[config.mk]
export PLATFORM = sky130hd
export DESIGN_NAME = stage2_stage3_pipe_flat
export DESIGN_NICKNAME = d
export VERILOG_FILES = /design/src/rtl/stage2_stage3_pipe_if.sv /design/src/rtl/stage2_stage3_pipe.sv /design/src/flat_wrapper.sv
export SDC_FILE = /design/constraint.sdc
export NUM_CORES = 1
export LEC_CHECK = 0
export ABC_AREA = 1
export BUFFER_PORTS_ARGS = -buffer_cell sky130_fd_sc_hd__buf_2
export CORE_UTILIZATION = 45
export CTS_CLUSTER_SIZE = 8
export DETAILED_ROUTE_END_ITERATION = 6
export PLACE_DENSITY = 0.72
export SLEW_MARGIN = 20
export SYNTH_ARGS = -nofsm -noshare
export SYNTH_HDL_FRONTEND = slang
export SYNTH_SLANG_ARGS = --single-unit
export TNS_END_PERCENT = 30
[constraint.sdc]
create_clock -name clk -period 1.5 [get_ports clk]
set_input_delay 0.15 -clock clk [delete_from_list [all_inputs] [get_ports clk]]
set_output_delay 0.15 -clock clk [all_outputs]
set_load 0.01 [all_outputs]
[src/rtl/stage2_stage3_pipe_if.sv]
// -----------------------------------------------------------------------------
// stage2_stage3_pipe_if
// Bundle of the signals between Stage 2 and the Stage 3 pipeline boundary.
//   Stage 2 side : s2_valid/s2_ready handshake, s2_inst, s2_pc, s2_alu_out,
//                  s2_rs2 (raw store data), s2_rs1 (CSR source), flush
//   Stage 3 side : s3_ready in; s3_valid, s3_inst, s3_pc, s3_alu_out,
//                  s3_store_data, s3_store_mask, s3_rs1, s3_misalign out
// master : the environment (Stage 2 producer + Stage 3 consumer)
// slave  : the pipeline boundary block
// -----------------------------------------------------------------------------
interface stage2_stage3_pipe_if;
    logic        s2_valid;
    logic        s2_ready;
    logic [31:0] s2_inst;
    logic [31:0] s2_pc;
    logic [31:0] s2_alu_out;
    logic [31:0] s2_rs2;
    logic [31:0] s2_rs1;
    logic        flush;
    logic        s3_ready;
    logic        s3_valid;
    logic [31:0] s3_inst;
    logic [31:0] s3_pc;
    logic [31:0] s3_alu_out;
    logic [31:0] s3_store_data;
    logic [3:0]  s3_store_mask;
    logic [31:0] s3_rs1;
    logic        s3_misalign;

    modport master (
        output s2_valid, s2_inst, s2_pc, s2_alu_out, s2_rs2, s2_rs1, flush, s3_ready,
        input  s2_ready, s3_valid, s3_inst, s3_pc, s3_alu_out, s3_store_data,
               s3_store_mask, s3_rs1, s3_misalign
    );

    modport slave (
        input  s2_valid, s2_inst, s2_pc, s2_alu_out, s2_rs2, s2_rs1, flush, s3_ready,
        output s2_ready, s3_valid, s3_inst, s3_pc, s3_alu_out, s3_store_data,
               s3_store_mask, s3_rs1, s3_misalign
    );
endinterface

[src/rtl/stage2_stage3_pipe.sv]
// -----------------------------------------------------------------------------
// stage2_stage3_pipe
// Stage 2 -> Stage 3 pipeline boundary: a 2-entry skid buffer (head H, skid K)
// with store-lane alignment and misalignment detection done at capture time.
// Ports:
//   clk    : system clock, all state updates on posedge
//   reset  : synchronous active-high reset
//   bus    : stage2_stage3_pipe_if.slave (Stage 2 handshake in, Stage 3 out)
// Every s3_* output and s2_ready come straight from registers.
// -----------------------------------------------------------------------------
module stage2_stage3_pipe #(
    parameter logic [31:0] NOP_INST = 32'h0000_0013
) (
    input  logic                    clk,
    input  logic                    reset,
    stage2_stage3_pipe_if.slave     bus
);

    localparam logic [6:0] OP_LOAD  = 7'b000_0011;
    localparam logic [6:0] OP_STORE = 7'b010_0011;

    typedef struct packed {
        logic [31:0] inst;
        logic [31:0] pc;
        logic [31:0] alu;
        logic [31:0] data;
        logic [3:0]  mask;
        logic [31:0] rs1;
        logic        mis;
    } entry_t;

    // Halfword (LH/LHU/SH) with an odd address, or word (LW/SW) not 4-aligned.
    function automatic logic f_misalign(input logic [31:0] inst, input logic [1:0] a);
        logic       is_half;
        logic       is_word;
        logic [2:0] f3;
        f3      = inst[14:12];
        is_half = (f3 == 3'b001) | ((inst[6:0] == OP_LOAD) & (f3 == 3'b101));
        is_word = (f3 == 3'b010);
        if ((inst[6:0] == OP_LOAD) || (inst[6:0] == OP_STORE)) begin
            return (is_half & a[0]) | (is_word & (a != 2'b00));
        end else begin
            return 1'b0;
        end
    endfunction

    // Byte-write enables; a misaligned store never writes the dcache.
    function automatic logic [3:0] f_store_mask(input logic [31:0] inst, input logic [1:0] a);
        logic [3:0] m;
        if ((inst[6:0] != OP_STORE) || f_misalign(inst, a)) begin
            m = 4'b0000;
        end else begin
            case (inst[14:12])
                3'b000:  m = 4'b0001 << a;
                3'b001:  m = 4'b0011 << {a[1], 1'b0};
                3'b010:  m = 4'b1111;
                default: m = 4'b0000;
            endcase
        end
        return m;
    endfunction

    // Replicate the store operand across all lanes so the mask alone selects bytes.
    function automatic logic [31:0] f_store_data(input logic [31:0] inst, input logic [31:0] rs2);
        logic [31:0] d;
        if (inst[6:0] == OP_STORE) begin
            case (inst[14:12])
                3'b000:  d = {4{rs2[7:0]}};
                3'b001:  d = {2{rs2[15:0]}};
                default: d = rs2;
            endcase
        end else begin
            d = rs2;
        end
        return d;
    endfunction

    // An emptied head presents a NOP with no dcache side effects; other fields stay stale.
    function automatic entry_t f_blank(input entry_t e);
        entry_t b;
        b      = e;
        b.inst = NOP_INST;
        b.mask = 4'b0000;
        b.mis  = 1'b0;
        return b;
    endfunction

    localparam entry_t RESET_ENTRY = '{inst: NOP_INST, pc: 32'h0, alu: 32'h0, data: 32'h0,
                                       mask: 4'h0, rs1: 32'h0, mis: 1'b0};

    entry_t r_h;
    entry_t r_k;
    logic   r_h_valid;
    logic   r_k_valid;

    entry_t w_beat;
    entry_t w_h_next;
    entry_t w_k_next;
    logic   w_h_valid_next;
    logic   w_k_valid_next;
    logic   w_accept;

    // Decorate the incoming Stage 2 beat with its aligned store data, mask and misalign flag.
    always_comb begin
        w_beat.inst = bus.s2_inst;
        w_beat.pc   = bus.s2_pc;
        w_beat.alu  = bus.s2_alu_out;
        w_beat.data = f_store_data(bus.s2_inst, bus.s2_rs2);
        w_beat.mask = f_store_mask(bus.s2_inst, bus.s2_alu_out[1:0]);
        w_beat.rs1  = bus.s2_rs1;
        w_beat.mis  = f_misalign(bus.s2_inst, bus.s2_alu_out[1:0]);
    end

    // Skid-buffer next state: K always drains into H first to preserve arrival order.
    always_comb begin
        w_accept       = bus.s2_valid & ~r_k_valid & ~bus.flush;
        w_h_next       = r_h;
        w_k_next       = r_k;
        w_h_valid_next = r_h_valid;
        w_k_valid_next = r_k_valid;
        if (bus.flush) begin
            w_h_valid_next = 1'b0;
            w_h_next       = f_blank(r_h);
            w_k_valid_next = 1'b0;
        end else if (~r_h_valid | bus.s3_ready) begin
            if (r_k_valid) begin
                w_h_next       = r_k;
                w_h_valid_next = 1'b1;
                if (w_accept) begin
                    w_k_next       = w_beat;
                    w_k_valid_next = 1'b1;
                end else begin
                    w_k_valid_next = 1'b0;
                end
            end else if (w_accept) begin
                w_h_next       = w_beat;
                w_h_valid_next = 1'b1;
                w_k_valid_next = 1'b0;
            end else begin
                w_h_next       = f_blank(r_h);
                w_h_valid_next = 1'b0;
                w_k_valid_next = 1'b0;
            end
        end else begin
            if (w_accept) begin
                w_k_next       = w_beat;
                w_k_valid_next = 1'b1;
            end else begin
                w_k_valid_next = r_k_valid;
            end
        end
    end

    // State registers with synchronous reset.
    always_ff @(posedge clk) begin
        if (reset) begin
            r_h       <= RESET_ENTRY;
            r_k       <= RESET_ENTRY;
            r_h_valid <= 1'b0;
            r_k_valid <= 1'b0;
        end else begin
            r_h       <= w_h_next;
            r_k       <= w_k_next;
            r_h_valid <= w_h_valid_next;
            r_k_valid <= w_k_valid_next;
        end
    end

    assign bus.s2_ready      = ~r_k_valid;
    assign bus.s3_valid      = r_h_valid;
    assign bus.s3_inst       = r_h.inst;
    assign bus.s3_pc         = r_h.pc;
    assign bus.s3_alu_out    = r_h.alu;
    assign bus.s3_store_data = r_h.data;
    assign bus.s3_store_mask = r_h.mask;
    assign bus.s3_rs1        = r_h.rs1;
    assign bus.s3_misalign   = r_h.mis;

endmodule
[src/flat_wrapper.sv]
// flat-port wrapper written by rule: the top's interface ports become plain ports
module stage2_stage3_pipe_flat 
#(
    parameter logic [31:0] NOP_INST = 32'h0000_0013
)
  (clk, reset, bus_s2_valid, bus_s2_inst, bus_s2_pc, bus_s2_alu_out, bus_s2_rs2, bus_s2_rs1, bus_flush, bus_s3_ready, bus_s2_ready, bus_s3_valid, bus_s3_inst, bus_s3_pc, bus_s3_alu_out, bus_s3_store_data, bus_s3_store_mask, bus_s3_rs1, bus_s3_misalign);
  stage2_stage3_pipe_if bus_i ();
  input  logic clk;
  input  logic reset;
  input wire logic [$bits(bus_i.s2_valid)-1:0] bus_s2_valid;
  input wire logic [$bits(bus_i.s2_inst)-1:0] bus_s2_inst;
  input wire logic [$bits(bus_i.s2_pc)-1:0] bus_s2_pc;
  input wire logic [$bits(bus_i.s2_alu_out)-1:0] bus_s2_alu_out;
  input wire logic [$bits(bus_i.s2_rs2)-1:0] bus_s2_rs2;
  input wire logic [$bits(bus_i.s2_rs1)-1:0] bus_s2_rs1;
  input wire logic [$bits(bus_i.flush)-1:0] bus_flush;
  input wire logic [$bits(bus_i.s3_ready)-1:0] bus_s3_ready;
  output wire logic [$bits(bus_i.s2_ready)-1:0] bus_s2_ready;
  output wire logic [$bits(bus_i.s3_valid)-1:0] bus_s3_valid;
  output wire logic [$bits(bus_i.s3_inst)-1:0] bus_s3_inst;
  output wire logic [$bits(bus_i.s3_pc)-1:0] bus_s3_pc;
  output wire logic [$bits(bus_i.s3_alu_out)-1:0] bus_s3_alu_out;
  output wire logic [$bits(bus_i.s3_store_data)-1:0] bus_s3_store_data;
  output wire logic [$bits(bus_i.s3_store_mask)-1:0] bus_s3_store_mask;
  output wire logic [$bits(bus_i.s3_rs1)-1:0] bus_s3_rs1;
  output wire logic [$bits(bus_i.s3_misalign)-1:0] bus_s3_misalign;
  assign bus_i.s2_valid = bus_s2_valid;
  assign bus_i.s2_inst = bus_s2_inst;
  assign bus_i.s2_pc = bus_s2_pc;
  assign bus_i.s2_alu_out = bus_s2_alu_out;
  assign bus_i.s2_rs2 = bus_s2_rs2;
  assign bus_i.s2_rs1 = bus_s2_rs1;
  assign bus_i.flush = bus_flush;
  assign bus_i.s3_ready = bus_s3_ready;
  assign bus_s2_ready = bus_i.s2_ready;
  assign bus_s3_valid = bus_i.s3_valid;
  assign bus_s3_inst = bus_i.s3_inst;
  assign bus_s3_pc = bus_i.s3_pc;
  assign bus_s3_alu_out = bus_i.s3_alu_out;
  assign bus_s3_store_data = bus_i.s3_store_data;
  assign bus_s3_store_mask = bus_i.s3_store_mask;
  assign bus_s3_rs1 = bus_i.s3_rs1;
  assign bus_s3_misalign = bus_i.s3_misalign;
  stage2_stage3_pipe #(.NOP_INST(NOP_INST)) u_core (.clk(clk), .reset(reset), .bus(bus_i));
endmodule
==> out/metrics.yaml, run 1 <==
drtIter0Drc: 1313
p_leak_nw: 7.88
p_int_w: 0.0157
p_comb_share_pct: 9.7
syn-instance-count: 1699
initial_core_util_pct: 45.9
setup_tns_ns: 0
core_um2: 28800
switchingPower_w: 0.00480
switching_share_pct: 23.4
clock.fmax_mhz: 678
cts_buffer_depth: 3
clk_pin_slew_ns: 0.05
antenna_found_initial: 1
nFillCells: 2295
crit_required_ns: 1.95
die_x_um: 173
grt_pass1_vias: 13700
slowest_stage: "dfxtp_2"
synth_warnings: 0
wl_mm: 44.7
overflow: 0
power_density_nw_per_um2: 1090
holdPathStages: 5
rsz0062_at_grt: "yes"
fin_util_pct: 65.4
worst_pin_slew_ns: 0.493
power.share.clock_pct: 45.6
cts_tree: "yes"
die_h_um: 173
fin_crit_ns: 1.48
grt_start_max_net_pins: 93
hp-start: "bus_s2_rs2[17]"
fin_crit_sh_pct: 98.4
grtUsageMet1_pct: 33.7
firstDrtPassIters: 7
ys_seq_area_share_pct: 50.3
failed_checks: "design-rule violations"
dp_hpwl_mm: 25.8
syn_to_final_growth_pct: 42.4
hold_path_class: "in2reg"
yosys.cell_types.count: 27
fin_hold_ws_ns: 0.0135
max-slew-margin-rel_pct: 67.1
design.portCount: 332
crit_fanout: 6
post_synth.cell_area_avg_um2: 7.77
finClkSkew_ns: 0.0109
rows: 62
slew_viol_final: 0
htree_levels: 2
drc: 1
drv_cap: 0
dieArea_um2: 30000
post_drt_wl_per_cell_um: 17.5
drive_gt1_share_pct: 23.2
clk_latency_ns: 0.53
crit_type: "reg2reg"
final_antenna_net_count: 0
root_buffer: "clkbuf_16"
gp_congestion: 0.858
grt_use_met3_pct: 6.05
cts.sinks: 332
final_cell_mix: "nand2_1 (365), a21oi_1 (336), dfxtp_1 (330)"
grt_pass1_wl_mm: 69.3
setup_violations: 0
worstSetupStartpoint: "u_core.bus.s3_valid"
end_kind: "flop"
diodes: 0
grt.busiest_layer: "met2"
fin_nets: 2334
cpPeakStageDelay_ns: 0.33
grt.met2_usage_pct: 46.6
num_vias: 14300
crit_chain: "inv_2 > nor2_4 > inv_4 > nor2_4 > buf_12 > buf_12 > clkbuf_16 > buf_12 > nand2_1 > a21oi_2"
synth_fp_nets: 1864
ir_drop_uv: 871
crit_path_start_kind: "flop"
grt_usage_pct: 27.7
hold_violations: 0
reg2reg_from: "u_core.bus.s3_valid"
p_total_w: 0.0205
status: "finished, violations left"
cts-buffers-inserted: 47
worst_path_most_repeated_cell: "buf_12"
vias_per_cell: 5.59
synth_area_um2: 13200
cp_num_cells: 10
path_buf_inv: 6
arrival_ns: 1.92
final_common_cell: "nand2_1"
synth_seq_cells: 332
cp_top_family: "buffers and inverters"
ff2ff_path_depth: 10
pwr-share-seq_pct: 44.7
portBuffers: 331
==> synth_stat cells <==
cell type,count,area share [%]
buf_2,55,2.1
a22oi_1,104,5.9
inv_2,2,0.057
nor2_4,2,0.17
nor3_1,2,0.076
or2_1,1,0.047
nand2_2,1,0.047
nand2_1,366,10
buf_4,11,0.63
o21ai_0,167,6.3
clkinv_1,2,0.057
inv_1,49,1.4
clkbuf_1,72,2.0
clkinv_2,1,0.038
nand3_1,28,1.1
nor2_2,2,0.095
nand4_1,5,0.24
o21ai_1,54,2.0
nor2_1,76,2.2
a211oi_1,9,0.51
a21oi_1,342,13
dfxtp_1,332,50
o221ai_1,3,0.20
buf_6,9,0.77
o211ai_1,1,0.057
inv_4,1,0.047
nand3_4,2,0.27
==> timing repair <==
item / CTS / global route
cloned: 0 / 12
gates resized for setup: 6 / 67
endpoints found under the hold margin: 281 / 0
hold buffers: 152 / 0
setup buffers: 1 / 10
pin swaps: 1 / 17
endpoints found under the setup margin: 63 / 224
==> worst paths after layout <==
check	slack (ns)	to
max reg2reg	0.02	u_core.r_k[98]
min	0.01	u_core.r_k[54]
min reg2reg	0.46	u_core.r_k[108]
max	0.02	u_core.r_k[98]
==> through the flow <==
stage	worst slack (ns)	area, µm²	cells
2_1_floorplan	0.0163	13200	1699
3_3_place_gp	-0.0902	15500	2332
3_5_place_dp	-0.114	15500	2332
4_1_cts	0.000205	18300	2536
5_1_grt	-0.0544	18800	2555
6_report	0.0247	18800	2555
==> tightest hold or removal path, cell delays in order <==
cell,delay [ns]
buf_2,0.09
o21ai_0,0.08
nand2_1,0.08
o21ai_1,0.06
inv_1,0.04
==> sequential cells by signal, indices dropped and copies added, names as in the netlist <==
register	count
u_core.r_k	165
u_core.bus.s3_alu_out	32
u_core.bus.s3_inst	32
u_core.bus.s3_pc	32
u_core.bus.s3_rs1	32
u_core.bus.s3_store_data	32
u_core.bus.s3_store_mask	4
u_core.bus.s3_misalign	1
u_core.bus.s3_valid	1
u_core.r_k_valid	1
==> per-layer routing <==
layer | vias to the layer above | part of all wire (%)
li1 | 6742 | -
met1 | 6665 | 41
met2 | 719 | 48
met3 | 152 | 7.9
met4 | 2 | 4.0
met5 | - | 0.027
==> power groups by stage <==
| stage | clock network [W] | registers, W | logic (W) |
|---|---|---|---|
| after floorplan | 0 | 0.00943 | 0.000694 |
| after global placement | 0 | 0.00935 | 0.00155 |
| after detailed placement | 0 | 0.00935 | 0.00157 |
| after CTS | 0.00948 | 0.00918 | 0.00190 |
| after global routing | 0.00985 | 0.00920 | 0.00215 |
| final | 0.00936 | 0.00919 | 0.00199 |
==> cell type report <==
class	count	area, µm²	area share [%]
multi-input combinational	1165	5700	30.3
tap	384	480	2.55
sequential	332	6650	35.4
clock buffer	51	1250	6.66
inverter	55	236	1.26
timing repair buffer	568	4490	23.9
==> cell families (layout without fill, tap and decap cells) <==
logic type             count (synthesis)  count (layout)  synth area share [%]
buffers and inverters                202             674                  7.11
flip-flops                           332             332                  50.3
AND/OR/NAND/NOR                      485             485                  14.6
AO/OA/AOI/OAI                        680             680                  28.0
Power figures use the tool's default switching activity.
==> run 2, diff against run 1 <==
PLACE_DENSITY = 0.76   (was 0.72)
==> run 2 against run 1 <==
Against the previous run: the run ends with negative setup slack left; maximum frequency shrank 3.5%; sequential share of layout area shrank 1.7 points; final area up 5.1%; total power rose by 0.44%; die area unchanged; sequential cell count unchanged; via count is 6.0% higher; non-clock buffer count increased by 36; clock skew up 0.0060 ns; register-to-register slack worse by 0.05 ns; combinational power up 12%; first-iteration DRC count grew 19%.
==> out/metrics.yaml, run 2 (same netlist as run 1, synthesis figures left out) <==
worstSetupStartpoint: "u_core.r_k_valid"
reg2reg_from: "u_core.r_k_valid"
grt_usage_pct: 28.4
die_h_um: 173
slew_viol_final: 0
overflow: 0
top_register: "u_core.r_k"
cts_tree: "yes"
fin_area_um2: 19800
cp_num_cells: 8
crit_fanout: 24
timing.rr.end: "u_core.bus.s3_store_data[18]"
m1WireLength_mm: 19.4
r2r_slack_ns: -0.03
drtIter0Drc: 1564
drc: 0
wl_mm: 51.0
status: "finished, violations left"
path_buf_inv: 3
portBuffers: 331
root_buffer: "clkbuf_16"
design.portCount: 332
largest_reg_flops: 165
final_antenna_net_count: 0
max-slew-margin-rel_pct: 71.6
crit_end: "u_core.bus.s3_store_data[18]"
antenna_found_initial: 1
fin_util_pct: 68.7
grt_pass1_wl_mm: 71.1
num_vias: 15100
syn_to_final_growth_pct: 49.7
routed-wl-met3_mm: 4.82
power_density_nw_per_um2: 1040
crit_required_ns: 1.91
setup_ws_ns: -0.0294
die_x_um: 173
hold_path_class: "in2reg"
slowest_stage: "dfxtp_4"
drive_gt1_share_pct: 27.1
failed_checks: "negative setup slack"
pre_cts_ws_ns: -0.154
nFillCells: 2122
grt_pass1_vias: 13800
hold_violations: 0
crit_path_start_kind: "flop"
drv_cap: 0
crit_chain: "inv_4 > nand3_4 > nand2_4 > nand3_4 > buf_6 > buf_6 > a21oi_1 > a21oi_1"
placed_area_um2: 15400
worst_pin_slew_ns: 0.427
final_common_cell: "nand2_1"
clk_latency_ns: 0.53
rsz0062_at_grt: "yes"
fin_nets: 2375
initial_core_util_pct: 45.9
clk_pin_slew_ns: 0.05
clock.fmax_mhz: 654
cpPeakStageDelay_ns: 0.36
ir_drop_uv: 1000
cts_buffer_depth: 3
setup_violations: 3
cts-buffers-inserted: 47
htree_levels: 2
arrival_ns: 1.94
end_kind: "flop"
p_leak_nw: 8.27
rows: 62
grt_start_max_net_pins: 75
firstDrtPassIters: 6
ff2ff_path_depth: 8
dieArea_um2: 30000
finClkSkew_ns: 0.0169
cp_top_family: "buffers and inverters"
final_cell_mix: "nand2_1 (342), a21oi_1 (332), dfxtp_1 (330)"
highest_layer: "met4"
gp_congestion: 0.862
cts.sinks: 332
dp_hpwl_mm: 26.0
route.met2.wl_mm: 23.9
crit_type: "reg2reg"
fin_crit_sh_pct: 102
core_um2: 28800
vias_per_cell: 5.82
post_drt_wl_per_cell_um: 19.6
fin_crit_ns: 1.53
==> run 2: cell types whose count changed in the layout (fill, tap and decap cells not counted), sizes merged <==
cell,previous run,this run
inv,52,57
clkbuf,64,77
diode,0,2
dlymetal6s4s,3,0
dlygate4sd3,149,154
clkinv,2,6
buf,403,421
==> run 2: timing repair <==
item | in CTS | in global routing
resized for setup | 3 | 217
hold buffers | 154 | 0
endpoints found under the setup margin | 39 | 229
endpoints found under the hold margin | 278 | 0
buffers inserted | 0 | 17
cloned | 2 | 39
pin swaps | 0 | 21
==> run 2: power by group <==
part	internal, W	total, W	switching, W
combinational	0.00102	0.00223	0.00120
clock	0.00550	0.00921	0.00371
sequential	0.00906	0.00920	0.000135
==> run 2: area by class of cell <==
type,count,area (µm²),share of cell area (%)
multi-input cells,1165,5900,29.8
repair buffers,604,5200,26.3
diodes,2,5.00,0.0253
clock buffers,48,1180,5.97
well taps,384,480,2.43
clock inverters,4,31.3,0.158
inverters,55,263,1.33
repair inverters,5,63.8,0.323
flip-flops and latches,332,6650,33.6
==> run 2: metrics by stage <==
step / TNS [ns] / std cells / total power [W] / hold WS, ns
finish: -0.0377 / 2599 / 0.0206 / 0.00324
global route: -2.83 / 2598 / 0.0213 / 0.00523
CTS: -0.0261 / 2541 / 0.0204 / 0.00440
detailed placement: -3.85 / 2333 / 0.0109 / 0.409
global placement: -1.75 / 2333 / 0.0109 / 0.402
floorplan: 0 / 1699 / 0.0101 / 0.276
==> run 2: worst min path at each step <==
stage,startpoint,end,slack (ns),depth (start not counted)
CTS,bus_s2_rs2[24],u_core.r_k[61],0.004,5
floorplan,bus_s2_inst[0],u_core.r_k[133],0.28,2
global route,bus_s2_rs2[24],u_core.r_k[61],0.005,5
detailed placement,bus_s2_inst[0],u_core.r_k[133],0.41,3
finish,bus_s2_rs2[26],u_core.r_k[63],0.003,5
global placement,bus_s2_inst[0],u_core.r_k[133],0.40,3
==> run 2: worst reg2reg max path, stage by stage (launching register included) <==
cell	delay (ns)
dfxtp_4	0.36
inv_4	0.06
nand3_4	0.11
nand2_4	0.11
nand3_4	0.10
buf_6	0.15
buf_6	0.17
a21oi_1	0.24
a21oi_1	0.10
==> run 2: routing by layer <==
metal  up-vias  track usage (%)
met5         -                0
met3       242             5.48
li1       6841                -
met4         0             15.1
met2      1009             46.5
met1      7042             35.5
